==> src/rtl/bin_to_bcd.sv <==
// Iterative double-dabble binary-to-BCD converter, one bit per clock.
// Ports: clk, rst_n (sync, active low), start/bin_in in; busy, done, bcd_out, overflow, lz out.
module bin_to_bcd #(
    parameter int BIN_WIDTH = 14,
    parameter int DIGITS    = 4
) (
    input  logic                  clk,
    input  logic                  rst_n,
    input  logic                  start,
    input  logic [BIN_WIDTH-1:0]  bin_in,
    output logic                  busy,
    output logic                  done,
    output logic [4*DIGITS-1:0]   bcd_out,
    output logic                  overflow,
    output logic [DIGITS-1:0]     lz
);

    // Scratch must hold every digit of 2**BIN_WIDTH-1, and at least DIGITS.
    function automatic int scr_nibbles(input int bw, input int dg);
        longint v;
        int     n;
        v = (longint'(1) << bw) - 1;
        n = 0;
        while (v > 0) begin
            n++;
            v = v / 10;
        end
        return (n > dg) ? n : dg;
    endfunction

    localparam int SCR_N = scr_nibbles(BIN_WIDTH, DIGITS);
    localparam int SW    = 4 * SCR_N;
    localparam int CNT_W = $clog2(BIN_WIDTH + 1);
    localparam logic [DIGITS-1:0] LZ_RST = ~DIGITS'(1);

    typedef enum logic [1:0] {
        IDLE  = 2'd0,
        SHIFT = 2'd1,
        DONE  = 2'd2
    } state_t;

    state_t                 state_q, state_d;
    logic [BIN_WIDTH-1:0]   bin_q, bin_d;
    logic [SW-1:0]          scr_q, scr_d;
    logic [CNT_W-1:0]       cnt_q, cnt_d;
    logic                   busy_q, busy_d;
    logic                   done_q, done_d;
    logic [4*DIGITS-1:0]    bcd_q, bcd_d;
    logic                   ovf_q, ovf_d;
    logic [DIGITS-1:0]      lz_q, lz_d;

    logic [SW-1:0]          scr_adj;
    logic [SW-1:0]          scr_sh;
    logic [BIN_WIDTH-1:0]   bin_sh;
    logic                   ovf_c;
    logic [4*DIGITS-1:0]    res_c;
    logic [DIGITS-1:0]      lz_c;

    // One double-dabble step: correct nibbles >= 5, then shift left.
    always_comb begin
        scr_adj = scr_q;
        for (int i = 0; i < SCR_N; i++) begin
            if (scr_q[4*i +: 4] >= 4'd5) begin
                scr_adj[4*i +: 4] = scr_q[4*i +: 4] + 4'd3;
            end
        end
        scr_sh = {scr_adj[SW-2:0], bin_q[BIN_WIDTH-1]};
        bin_sh = {bin_q[BIN_WIDTH-2:0], 1'b0};
    end

    // Result of the final step: saturation and leading-zero flags.
    always_comb begin
        ovf_c = 1'b0;
        for (int i = DIGITS; i < SCR_N; i++) begin
            if (scr_sh[4*i +: 4] != 4'h0) begin
                ovf_c = 1'b1;
            end
        end
        res_c = ovf_c ? {DIGITS{4'h9}} : scr_sh[4*DIGITS-1:0];
        lz_c = '0;
        lz_c[DIGITS-1] = (res_c[4*DIGITS-4 +: 4] == 4'h0);
        for (int i = DIGITS - 2; i >= 1; i--) begin
            lz_c[i] = lz_c[i+1] && (res_c[4*i +: 4] == 4'h0);
        end
        // Ones digit always displays, even for zero.
        lz_c[0] = 1'b0;
    end

    always_comb begin
        state_d = state_q;
        bin_d   = bin_q;
        scr_d   = scr_q;
        cnt_d   = cnt_q;
        bcd_d   = bcd_q;
        ovf_d   = ovf_q;
        lz_d    = lz_q;
        unique case (state_q)
            IDLE, DONE: begin
                state_d = IDLE;
                if (start) begin
                    state_d = SHIFT;
                    bin_d   = bin_in;
                    scr_d   = '0;
                    cnt_d   = CNT_W'(BIN_WIDTH);
                end
            end
            SHIFT: begin
                bin_d = bin_sh;
                scr_d = scr_sh;
                cnt_d = cnt_q - CNT_W'(1);
                if (cnt_q == CNT_W'(1)) begin
                    state_d = DONE;
                    bcd_d   = res_c;
                    ovf_d   = ovf_c;
                    lz_d    = lz_c;
                end
            end
            default: state_d = IDLE;
        endcase
        busy_d = (state_d == SHIFT);
        done_d = (state_d == DONE);
    end

    always_ff @(posedge clk) begin
        if (!rst_n) begin
            state_q <= IDLE;
            bin_q   <= '0;
            scr_q   <= '0;
            cnt_q   <= '0;
            busy_q  <= 1'b0;
            done_q  <= 1'b0;
            bcd_q   <= '0;
            ovf_q   <= 1'b0;
            lz_q    <= LZ_RST;
        end else begin
            state_q <= state_d;
            bin_q   <= bin_d;
            scr_q   <= scr_d;
            cnt_q   <= cnt_d;
            busy_q  <= busy_d;
            done_q  <= done_d;
            bcd_q   <= bcd_d;
            ovf_q   <= ovf_d;
            lz_q    <= lz_d;
        end
    end

    assign busy     = busy_q;
    assign done     = done_q;
    assign bcd_out  = bcd_q;
    assign overflow = ovf_q;
    assign lz       = lz_q;

endmodule

==> config.mk <==
export PLATFORM = sky130hd
export DESIGN_NAME = bin_to_bcd
export DESIGN_NICKNAME = d
export VERILOG_FILES = /design/src/rtl/bin_to_bcd.sv
export SDC_FILE = /design/constraint.sdc
export NUM_CORES = 1
export LEC_CHECK = 0
export CORE_MARGIN = 2
export CORE_UTILIZATION = 34
export DETAILED_ROUTE_END_ITERATION = 8
export PLACE_DENSITY = 0.55
export SETUP_SLACK_MARGIN = 0.15
export SLEW_MARGIN = 0
export SYNTH_ARGS = -nofsm -noshare
export SYNTH_HDL_FRONTEND = slang
export SYNTH_SLANG_ARGS = --single-unit
==> constraint.sdc <==
create_clock -name clk -period 4.6 [get_ports clk]
set_input_delay 0.46 -clock clk [delete_from_list [all_inputs] [get_ports clk]]
set_output_delay 0.46 -clock clk [all_outputs]
set_load 0.01 [all_outputs]
==> out/metrics.csv <==
stage,metric,value,unit
worst_setup_path,critical path arrival,2.48,ns
floorplanning,core area,8300,sq um
detailed_routing,DRC Markers,0,
floorplanning,die height,97.1,um
placed_design,dpl cells,460,
yosys,Post-synth ARST share,0,
min_path,Hold WC Path Type,flop to flop,
status,status,finished clean,
clocking,clk root buf,clkbuf_8,
placed_design,Final GP Congestion,0.773,
min_path,hold_sp,bcd_out[14]$_SDFFE_PN0P_,
floorplanning,I/O pin total,40,
sta,post-route setup TNS,0,ns
flow_run,max cap viols,0,
yosys,Syn. warnings,0,
layout,Final Instance Area,3570,sq um
yosys,Cell variety after synth,43,
yosys,Mapped Avg Cell Area,8.83,sq um
global_routing,largest net degree at the start of global routing,53,
power,Leak,1.33,nW
sta,skew final,0.00695,ns
min_path,Hold Path Depth,2,
sta,post-route setup slack,2.31,ns
clocking,hold-fix buffers at CTS,0,
clocking,"Setup Fix Bufs, Post-CTS",0,
worst_setup_path,FF-to-FF setup slack,2.31,ns
yosys,register area share after synthesis,0.421,
detailed_routing,routed wire length,6.66,mm
worst_setup_path,R2R Path End,bcd_out[4]$_SDFFE_PN0P_,
worst_setup_path,nature of the critical path startpoint,flop,
global_routing,number of global-route vias before repair,2319,
power,pwr dens,322,nW/um^2
sta,Fin. Hold Viols,0,
worst_setup_path,reg2reg path depth,7,
yosys,syn_nets,363,
sta,fmax,436,MHz
floorplanning,# rows,33,
power,total power draw,1.15,mW
power,worst ir drop on vdd,0.149,mV
yosys,top_reg_cell synth,dfxtp_1,
layout,Synth-to-Final Area Change,21.1,%
layout,Non-Filler Instances,475,
worst_setup_path,Setup CP Type,flop to flop,
floorplanning,initial core utilization,0.355,
worst_setup_path,slowest CP cell,a211oi_4,
detailed_routing,vias per inst,5.13,
yosys,cell count after synthesis,334,
detailed_routing,DR iter-0 viols,105,
sta,Slew Limit Fails,0,
clocking,PostCTS Resize Cnt,0,
layout,diode count,0,
worst_setup_path,required time worst endpoint,4.79,ns
global_routing,number of antenna violations at the first check in global routing,0,
placed_design,Post-Place Setup Slack,2.13,ns
clocking,total CTS buffers,9,
clocking,TritonCTS clock tree,built,
sta,Worst slew margin,0.359,
detailed_routing,DR WL/cell,14.0,um
sta,Setup-failing EPs final,0,
sta,RSZ-0062 raised after global routing,false,
detailed_routing,Antenna Nets Post-Route,0,
worst_setup_path,crit path cell chain,inv_1 > ha_1 > nand2b_1 > nor3b_2 > a211oi_4 > and2_1 > a31oi_1,
yosys,Post-synth EDFFs,0,
worst_setup_path,CP peak stage delay,0.52,ns
sta,worst hold margin,0.450,ns
clocking,Max Buffers Root-to-Sink,2,
layout,Fill cells,816,
sta,final worst-path cycle share,0.498,
layout,Final #Nets,395,
yosys,Synth Register Bits,62,
clocking,clk sinks,62,
sta,Worst-Margin Slew,0.961,ns
floorplanning,Die W,97.1,um
worst_setup_path,crit end category,flop,
placed_design,dpl cell area,3380,sq um
global_routing,GR Overflow Total,0,
detailed_routing,router iterations before antenna repair,4,
detailed_routing,via total after detailed routing,2436,
layout,share of cells above drive strength 1,0.0784,
layout,Finished Core Util,0.430,
min_path,Hold EP,bcd_out[14]$_SDFFE_PN0P_,
sta,Final Critical Period,2.29,ns
global_routing,GR Util All Layers,0.145,
global_routing,first-pass GRT wire length,11.1,mm
placed_design,Port-buffer cells,38,
clocking,Worst-Skew Late Latency,0.33,ns
yosys,Post-Syn Area,2950,sq um
floorplanning,Die ar.,9430,sq um
placed_design,dpl hpwl,4.35,mm
clocking,"Reg clk slew, reported paths",0.07,ns
clocking,H-tree levels,3,
worst_setup_path,maximum fanout along the worst path,10,
worst_setup_path,FF-to-FF Start,scr_q[13]$_SDFFE_PN0P_,
cells in the final DEF (no fill, tap or decap), types with 2 or more instances in the layout:
master | netlist | routed
dfxtp_1 | 62 | 62
nor2_1 | 47 | 46
clkdlybuf4s50_1 | 0 | 38
a21oi_1 | 27 | 27
nand2_1 | 20 | 20
mux2i_1 | 19 | 19
o21ai_0 | 18 | 18
a211oi_1 | 14 | 14
a22oi_1 | 13 | 13
inv_1 | 12 | 12
ha_1 | 12 | 12
clkbuf_8 | 2 | 10
nand4_1 | 9 | 9
nand2b_1 | 8 | 8
nor3b_1 | 7 | 7
a31oi_1 | 6 | 6
xnor2_1 | 6 | 6
buf_4 | 2 | 5
and2_1 | 4 | 4
nor3_1 | 3 | 3
a2bb2oi_1 | 3 | 3
o31ai_1 | 2 | 2
nand3_1 | 2 | 2
clkinv_2 | 0 | 2
sequential cells by signal, summed over array words and instances (netlist names):
| name | count |
|---|---|
| scr_q | 20 |
| bcd_out | 16 |
| bin_q | 14 |
| cnt_q | 4 |
| lz | 3 |
| state_q | 2 |
| busy | 1 |
| done | 1 |
| overflow | 1 |
critical path, delay by kind of cell (launching register included):
family / cells / cell delay (ns)
buf+inv: 1 / 0.11
compound gates: 2 / 0.67
flops: 1 / 0.39
fa+ha+maj: 1 / 0.19
simple gates: 3 / 0.79
synthesized netlist by cell type (9+ instances only):
cell,instances,area [sq um]
nand2_1,20,75.1
nor2_1,47,176
nand4_1,9,56.3
mux2i_1,19,190
a22oi_1,13,97.6
a211oi_1,14,105
clkbuf_1,11,41.3
ha_1,12,150
a21oi_1,27,135
inv_1,12,45.0
dfxtp_1,62,1240
o21ai_0,18,90.1
cells by family after synthesis:
kind of cell             after synthesis  synth area share
adder cells (fa/ha/maj)               12            0.0509
buffers and inverters                 35            0.0573
AO/OA/AOI/OAI                         90             0.199
multiplexers                          21            0.0760
other                                  1           0.00127
flip-flops                            62             0.421
AND/OR/NAND/NOR                      106             0.173
XOR/XNOR                               7            0.0208
layout make-up:
class	count	area (sq um)	share of cell area
Inverter	13	48.8	0.0137
Sequential cell	62	1240	0.348
Timing Repair Buffer	43	418	0.117
Tap cell	105	131	0.0368
Clock buffer	11	141	0.0396
Multi-Input combinational cell	237	1540	0.432
Clock inverter	4	47.5	0.0133
report_power, final:
part	total (mW)	switching (mW)	internal, mW
Clock	0.468	0.207	0.260
Combinational	0.111	0.0613	0.0495
Sequential	0.571	0.0126	0.559
Total	1.15	0.281	0.868
how the worst max path moves through the flow:
stage / startpoint / to / slack (ns) / cells after the start
detailed placement: start / scr_q[7]$_SDFFE_PN0P_ / 2.13 / 6
global placement: start / scr_q[3]$_SDFFE_PN0P_ / 2.21 / 6
finish: scr_q[13]$_SDFFE_PN0P_ / bcd_out[4]$_SDFFE_PN0P_ / 2.31 / 7
floorplan: scr_q[13]$_SDFFE_PN0P_ / bcd_out[11]$_SDFFE_PN0P_ / 2.80 / 8
CTS: state_q[0]$_SDFF_PN0_ / bcd_out[2]$_SDFFE_PN0P_ / 2.28 / 5
global route: state_q[0]$_SDFF_PN0_ / bcd_out[2]$_SDFFE_PN0P_ / 2.08 / 5
metal layers:
layer  global-route usage  up-vias  part of all wire
met4               0.0618        0             0.011
met1                0.173     1141              0.45
li1                     -     1242                 -
met3               0.0396        6             0.043
met2                0.246       47              0.50
met5                    0        -                 0
Power figures use the tool's default switching activity.
==> variant 1 (same settings) <==
Change the parameter `BIN_WIDTH` from 14 to 28.
--- a/src/rtl/bin_to_bcd.sv
+++ b/src/rtl/bin_to_bcd.sv
@@ -2,5 +2,5 @@
 // Ports: clk, rst_n (sync, active low), start/bin_in in; busy, done, bcd_out, overflow, lz out.
 module bin_to_bcd #(
-    parameter int BIN_WIDTH = 14,
+    parameter int BIN_WIDTH = 28,
     parameter int DIGITS    = 4
 ) (
Interface: changed (resized bin_in); port bits go from 40 to 54. The function was not compared with the original's and may differ.
==> variant 1 against the original RTL <==
  * Via count up 60%
  * Die area up 50%
  * Worst setup slack worse by 410 ps
  * Power up 57%
  * Final area up 53%
  * Sequential cell count up 31
  * Sequential power up 49%
  * Combinational power up 41%
  * Routed wire length up 60%
  * Clock power up 72%
  * Synthesized area up 52%
  * Global-route usage up 0.88 points
==> variant 1: results (changes against the original RTL) <==
Status -> complete, no violations (unchanged)
Setup Skew -> 4.80 ps (was 6.95 ps)
# fillers -> 1253 (was 816)
Critical Path AT -> 2930 ps (was 2480 ps)
Reg2Reg Depth -> 5 (was 7)
Worst ir drop on vdd -> 0.149 mV (about the same)
CP peak stage delay -> 630 ps (was 520 ps)
Port-buffer cells -> 52 (was 38)
Fraction of layout cells with a size suffix above 1 -> 7.77% (was 7.84%)
CP Capture Point -> bcd_out[0] (was bcd_out[4])
Synth top area cells -> dfxtp_1, a21oi_1, a22oi_1, ha_1, nor2_1 (was dfxtp_1, mux2i_1, nor2_1, ha_1, a21oi_1)
Post-synthesis sequential area ratio -> 41.5% (was 42.1%)
Synth cell types -> 48 (was 43)
Hpwl dp -> 7230 um (was 4350 um)
Commonest cells post-synth -> dfxtp_1, a21oi_1, nor2_1 (was dfxtp_1, nor2_1, a21oi_1)
Post-DR vias/cell -> 5.20 (was 5.13)
Placer Congestion -> 0.791 (was 0.773)
Met2 Routed Length -> 5270 um (was 3300 um)
Clk Tree Root Cell -> clkbuf_16 (was clkbuf_8)
Total GRT Usage -> 15.4% (was 14.5%)
Lkg Pwr -> 1.94 nW (was 1.33 nW)
First-pass GRT wire length -> 18100 um (was 11100 um)
Slowest-stage cell, CP -> and2_1 (was a211oi_4)
Largest net degree at the start of global routing -> 44 (was 53)
GR Util met1 -> 20.3% (was 17.3%)
Worst Min Path Start -> bin_q[23] (was bcd_out[14])
Met1 Routed Length -> 4970 um (was 3000 um)
Sequential power share -> 47.0% (was 49.7%)
Initial detailed-routing violation count -> 243 (was 105)
WL met3 -> 300 um (was 284 um)
Combinational power share -> 8.6% (was 9.6%)
[variant 1: cell types whose count changed after synthesis, moves of 7 or more]
cell,delta
ha_1,+8
nand4_1,-7
inv_1,+11
a21oi_1,+43
a211oi_1,-11
o21ai_0,+7
nand2_1,+40
a22oi_1,+31
dfxtp_1,+31
mux2i_1,-14
clkbuf_1,+19
nand3_1,+8
o221a_2,+8
nor2_1,+15
[variant 1: critical path, delay by kind of cell, from the launching register on]
| family | cells | cell delay, ps |
|---|---|---|
| AND/OR/NAND/NOR | 3 | 1380 |
| buffers and inverters | 1 | 500 |
| flip-flops | 1 | 360 |
| AO/OA/AOI/OAI | 1 | 340 |
[variant 1: cell type report]
type,instances,area share [%]
Multi-Input combinational cell,391,44.2
Sequential cell,93,34.2
Timing Repair Buffer,56,10.1
Clock buffer,10,4.39
Tap cell,172,3.95
Clock inverter,6,1.58
Inverter,23,1.58
[variant 1: per-stage QoR]
step / utilization (%) / cell area (sq um) / worst slack [ps] / total power, W / instances
2_1_floorplan: - / 4480 / 2330 / 0.000961 / 542
5_1_grt: 42.6 / 5450 / 1610 / 0.00188 / 751
3_3_place_gp: 40.1 / 5120 / 1830 / 0.00102 / 735
3_5_place_dp: 40.1 / 5120 / 1810 / 0.00103 / 735
4_1_cts: 42.6 / 5450 / 1880 / 0.00183 / 751
6_report: 42.6 / 5450 / 1900 / 0.00181 / 751
[variant 1: kinds of logic (layout without fill, tap and decap cells)]
kind of cell,after synthesis,after routing,synth area share [%]
xor+xnor,10,10,1.95
compound gates,170,170,25.0
buf+inv,58,95,5.16
mux,8,8,1.87
simple gates,182,182,18.8
flops,93,93,41.5
other cells,1,1,0.0836
fa+ha+maj,20,20,5.58
==> variant 2 (same flow settings) <==
Made on the original files. Remove the register `done_q`: a continuous assignment takes its place, so the output `done` follows one clock earlier.
--- a/src/rtl/bin_to_bcd.sv
+++ b/src/rtl/bin_to_bcd.sv
@@ -129,5 +129,4 @@
             cnt_q   <= '0;
             busy_q  <= 1'b0;
-            done_q  <= 1'b0;
             bcd_q   <= '0;
             ovf_q   <= 1'b0;
@@ -139,5 +138,4 @@
             cnt_q   <= cnt_d;
             busy_q  <= busy_d;
-            done_q  <= done_d;
             bcd_q   <= bcd_d;
             ovf_q   <= ovf_d;
@@ -145,4 +143,6 @@
         end
     end
+
+    assign done_q = done_d;
 
     assign busy     = busy_q;
Check against the original RTL: no difference found for any inputs over 10 cycles, from zero or initial values and one cycle with rst_n low; that may be too few to reach the edited logic, so the function may still have changed.
==> variant 2 against the original RTL <==
  * Core utilization is 0.58 points higher
  * Routed wire length down 1.2%
  * Register-to-register slack lost 140 ps
  * Final area is 0.84% higher
  * Power increased by 5.4%
  * Final cell count up 1.1%
  * Sequential cell count is 1 lower
  * Fmax down 15%
  * Critical path depth unchanged
  * Count of clock-buffer cells in the layout up 1
  * Synthesized area decreased by 1.0%
  * Worst setup slack got worse by 400 ps
==> variant 2: results (changes against the original RTL) <==
Status -> complete, no violations (unchanged)
# nets final -> 399 (was 395)
Clk Tree Root Cell -> clkbuf_8 (unchanged)
Most flop-heavy register -> scr_q (unchanged)
GRT overflow -> 0 (unchanged)
Worst Min Path Start -> bcd_out[10] (was bcd_out[14])
Clock buffer depth -> 2 (unchanged)
Lkg Pwr -> 1.37 nW (was 1.33 nW)
Worst ir drop on vdd -> 0.195 mV (was 0.149 mV)
Hold EP -> bcd_out[10] (was bcd_out[14])
Setup Skew -> 9.20 ps (was 6.95 ps)
Mux contribution to synthesized area -> 7.42% (was 7.60%)
Critical Path AT -> 2240 ps (was 2480 ps)
Slowest-stage cell, CP -> clkdlybuf4s50_1 (was a211oi_4)
Synth top area cells -> dfxtp_1, nor2_1, mux2i_1, ha_1, a21oi_1 (was dfxtp_1, mux2i_1, nor2_1, ha_1, a21oi_1)
N_diodes -> 0 (unchanged)
WL met3 -> 324 um (was 284 um)
Largest net degree at the start of global routing -> 45 (was 53)
Placed cell count -> 464 (was 460)
CTS resizes -> 0 (unchanged)
Hpwl dp -> 4420 um (was 4350 um)
Compound-cell area share of the yosys netlist -> 20.4% (was 19.9%)
Cell family with most CP delay -> buffers and inverters (was simple AND/OR/NAND/NOR gates)
Placer Congestion -> 0.735 (was 0.773)
Initial detailed-routing violation count -> 73 (was 105)
Flip-flop and latch power -> 0.000563 W (was 0.000571 W)
Syn avg cell area -> 8.66 sq um (was 8.83 sq um)
Synth warnings -> 0 (unchanged)
Met2 GRT Util -> 21.4% (was 24.6%)
Crit Path Max Fanout -> 25 (was 10)
Met3 Usage GRT -> 4.34% (was 3.96%)
Clock power frac -> 44.2% (was 40.7%)
CTS Buf Count -> 9 (unchanged)
Met1 Routed Length -> 3360 um (was 3000 um)
CP peak stage delay -> 570 ps (was 520 ps)
Post-Syn Nets -> 366 (was 363)
Routed Wire Length -> 6580 um (was 6660 um)
XOR/XNOR Fraction of Synth Area -> 2.10% (was 2.08%)
Hold Crit Depth -> 2 (unchanged)
# fillers -> 828 (was 816)
Met2 Routed Length -> 2780 um (was 3300 um)
Reg2reg start -> scr_q[17] (was scr_q[13])
Vias in the first global route -> 2316 (was 2319)
Via count -> 2422 (was 2436)
First-pass GRT wire length -> 11100 um (about the same)
Initial antenna violation count -> 0 (unchanged)
1st-pass router iterations -> 4 (unchanged)
Non-Filler Instances -> 480 (was 475)
Adder-Cell Fraction of Synth Area -> 5.15% (was 5.09%)
Post-synthesis sequential area ratio -> 41.9% (was 42.1%)
GR Util met1 -> 19.8% (was 17.3%)
Reg-to-reg critical path endpoint -> bcd_out[0] (was bcd_out[4])
Total GRT Usage -> 14.6% (was 14.5%)
Internal -> 0.000934 W (was 0.000868 W)
Fraction of layout cells with a size suffix above 1 -> 9.33% (was 7.84%)
Commonest cells post-synth -> dfxtp_1, nor2_1, a21oi_1, nand2_1, o21ai_0 (was dfxtp_1, nor2_1, a21oi_1)
Tightest Pin Transition -> 943 ps (was 961 ps)
Reg-to-reg slack, setup -> 2170 ps (was 2310 ps)
-- variant 2: changes by cell type in the layout (fill, tap and decap cells not counted), sizes merged, moves of 3 or more --
cell   delta
nand2     +7
a31oi     -6
mux2i     -4
o221a     +3
o31a      +4
a22oi     -7
mux2      +4
or3       +3
nand4     -9
-- variant 2: layout make-up --
cell class / count / area share (%)
multi-input cells: 241 / 43.1
flip-flops and latches: 61 / 33.9
repair buffers: 43 / 11.6
clock buffers: 12 / 4.31
well taps: 105 / 3.65
clock inverters: 4 / 1.95
inverters: 14 / 1.46
-- variant 2: kinds of logic after synthesis --
group	after synthesis
fa+ha+maj	12
simple gates	113
other cells	1
buf+inv	35
xor+xnor	7
flops	61
mux	21
compound gates	87
-- variant 2: worst max-delay path by stage --
stage | startpoint | cells after the start | slack (ps) | to
5_1_grt | cnt_q[1] | 7 | 1730 | done
3_3_place_gp | rst_n | 4 | 2170 | cnt_q[1]
6_report | cnt_q[1] | 7 | 1900 | done
2_1_floorplan | scr_q[17] | 7 | 2580 | bcd_out[0]
4_1_cts | cnt_q[1] | 7 | 1870 | done
3_5_place_dp | rst_n | 4 | 2140 | cnt_q[1]
-- variant 2: stage by stage --
| step | hold WS (ps) | setup slack, ps | cell area [sq um] | utilization, % | power (W) |
|---|---|---|---|---|---|
| after floorplan | 466 | 2580 | 2920 | - | 0.000647 |
| final | 458 | 1900 | 3600 | 43.6 | 0.00121 |
| after global routing | 486 | 1730 | 3600 | 43.6 | 0.00127 |
| after detailed placement | 452 | 2140 | 3380 | 40.9 | 0.000688 |
| after global placement | 446 | 2170 | 3380 | 40.9 | 0.000687 |
| after CTS | 462 | 1870 | 3600 | 43.6 | 0.00123 |
-- variant 2: tightest hold or removal path, cell delays in order (launching register included) --
cell	delay [ps]
dfxtp_1	310
nand2_1	50
a21oi_1	50
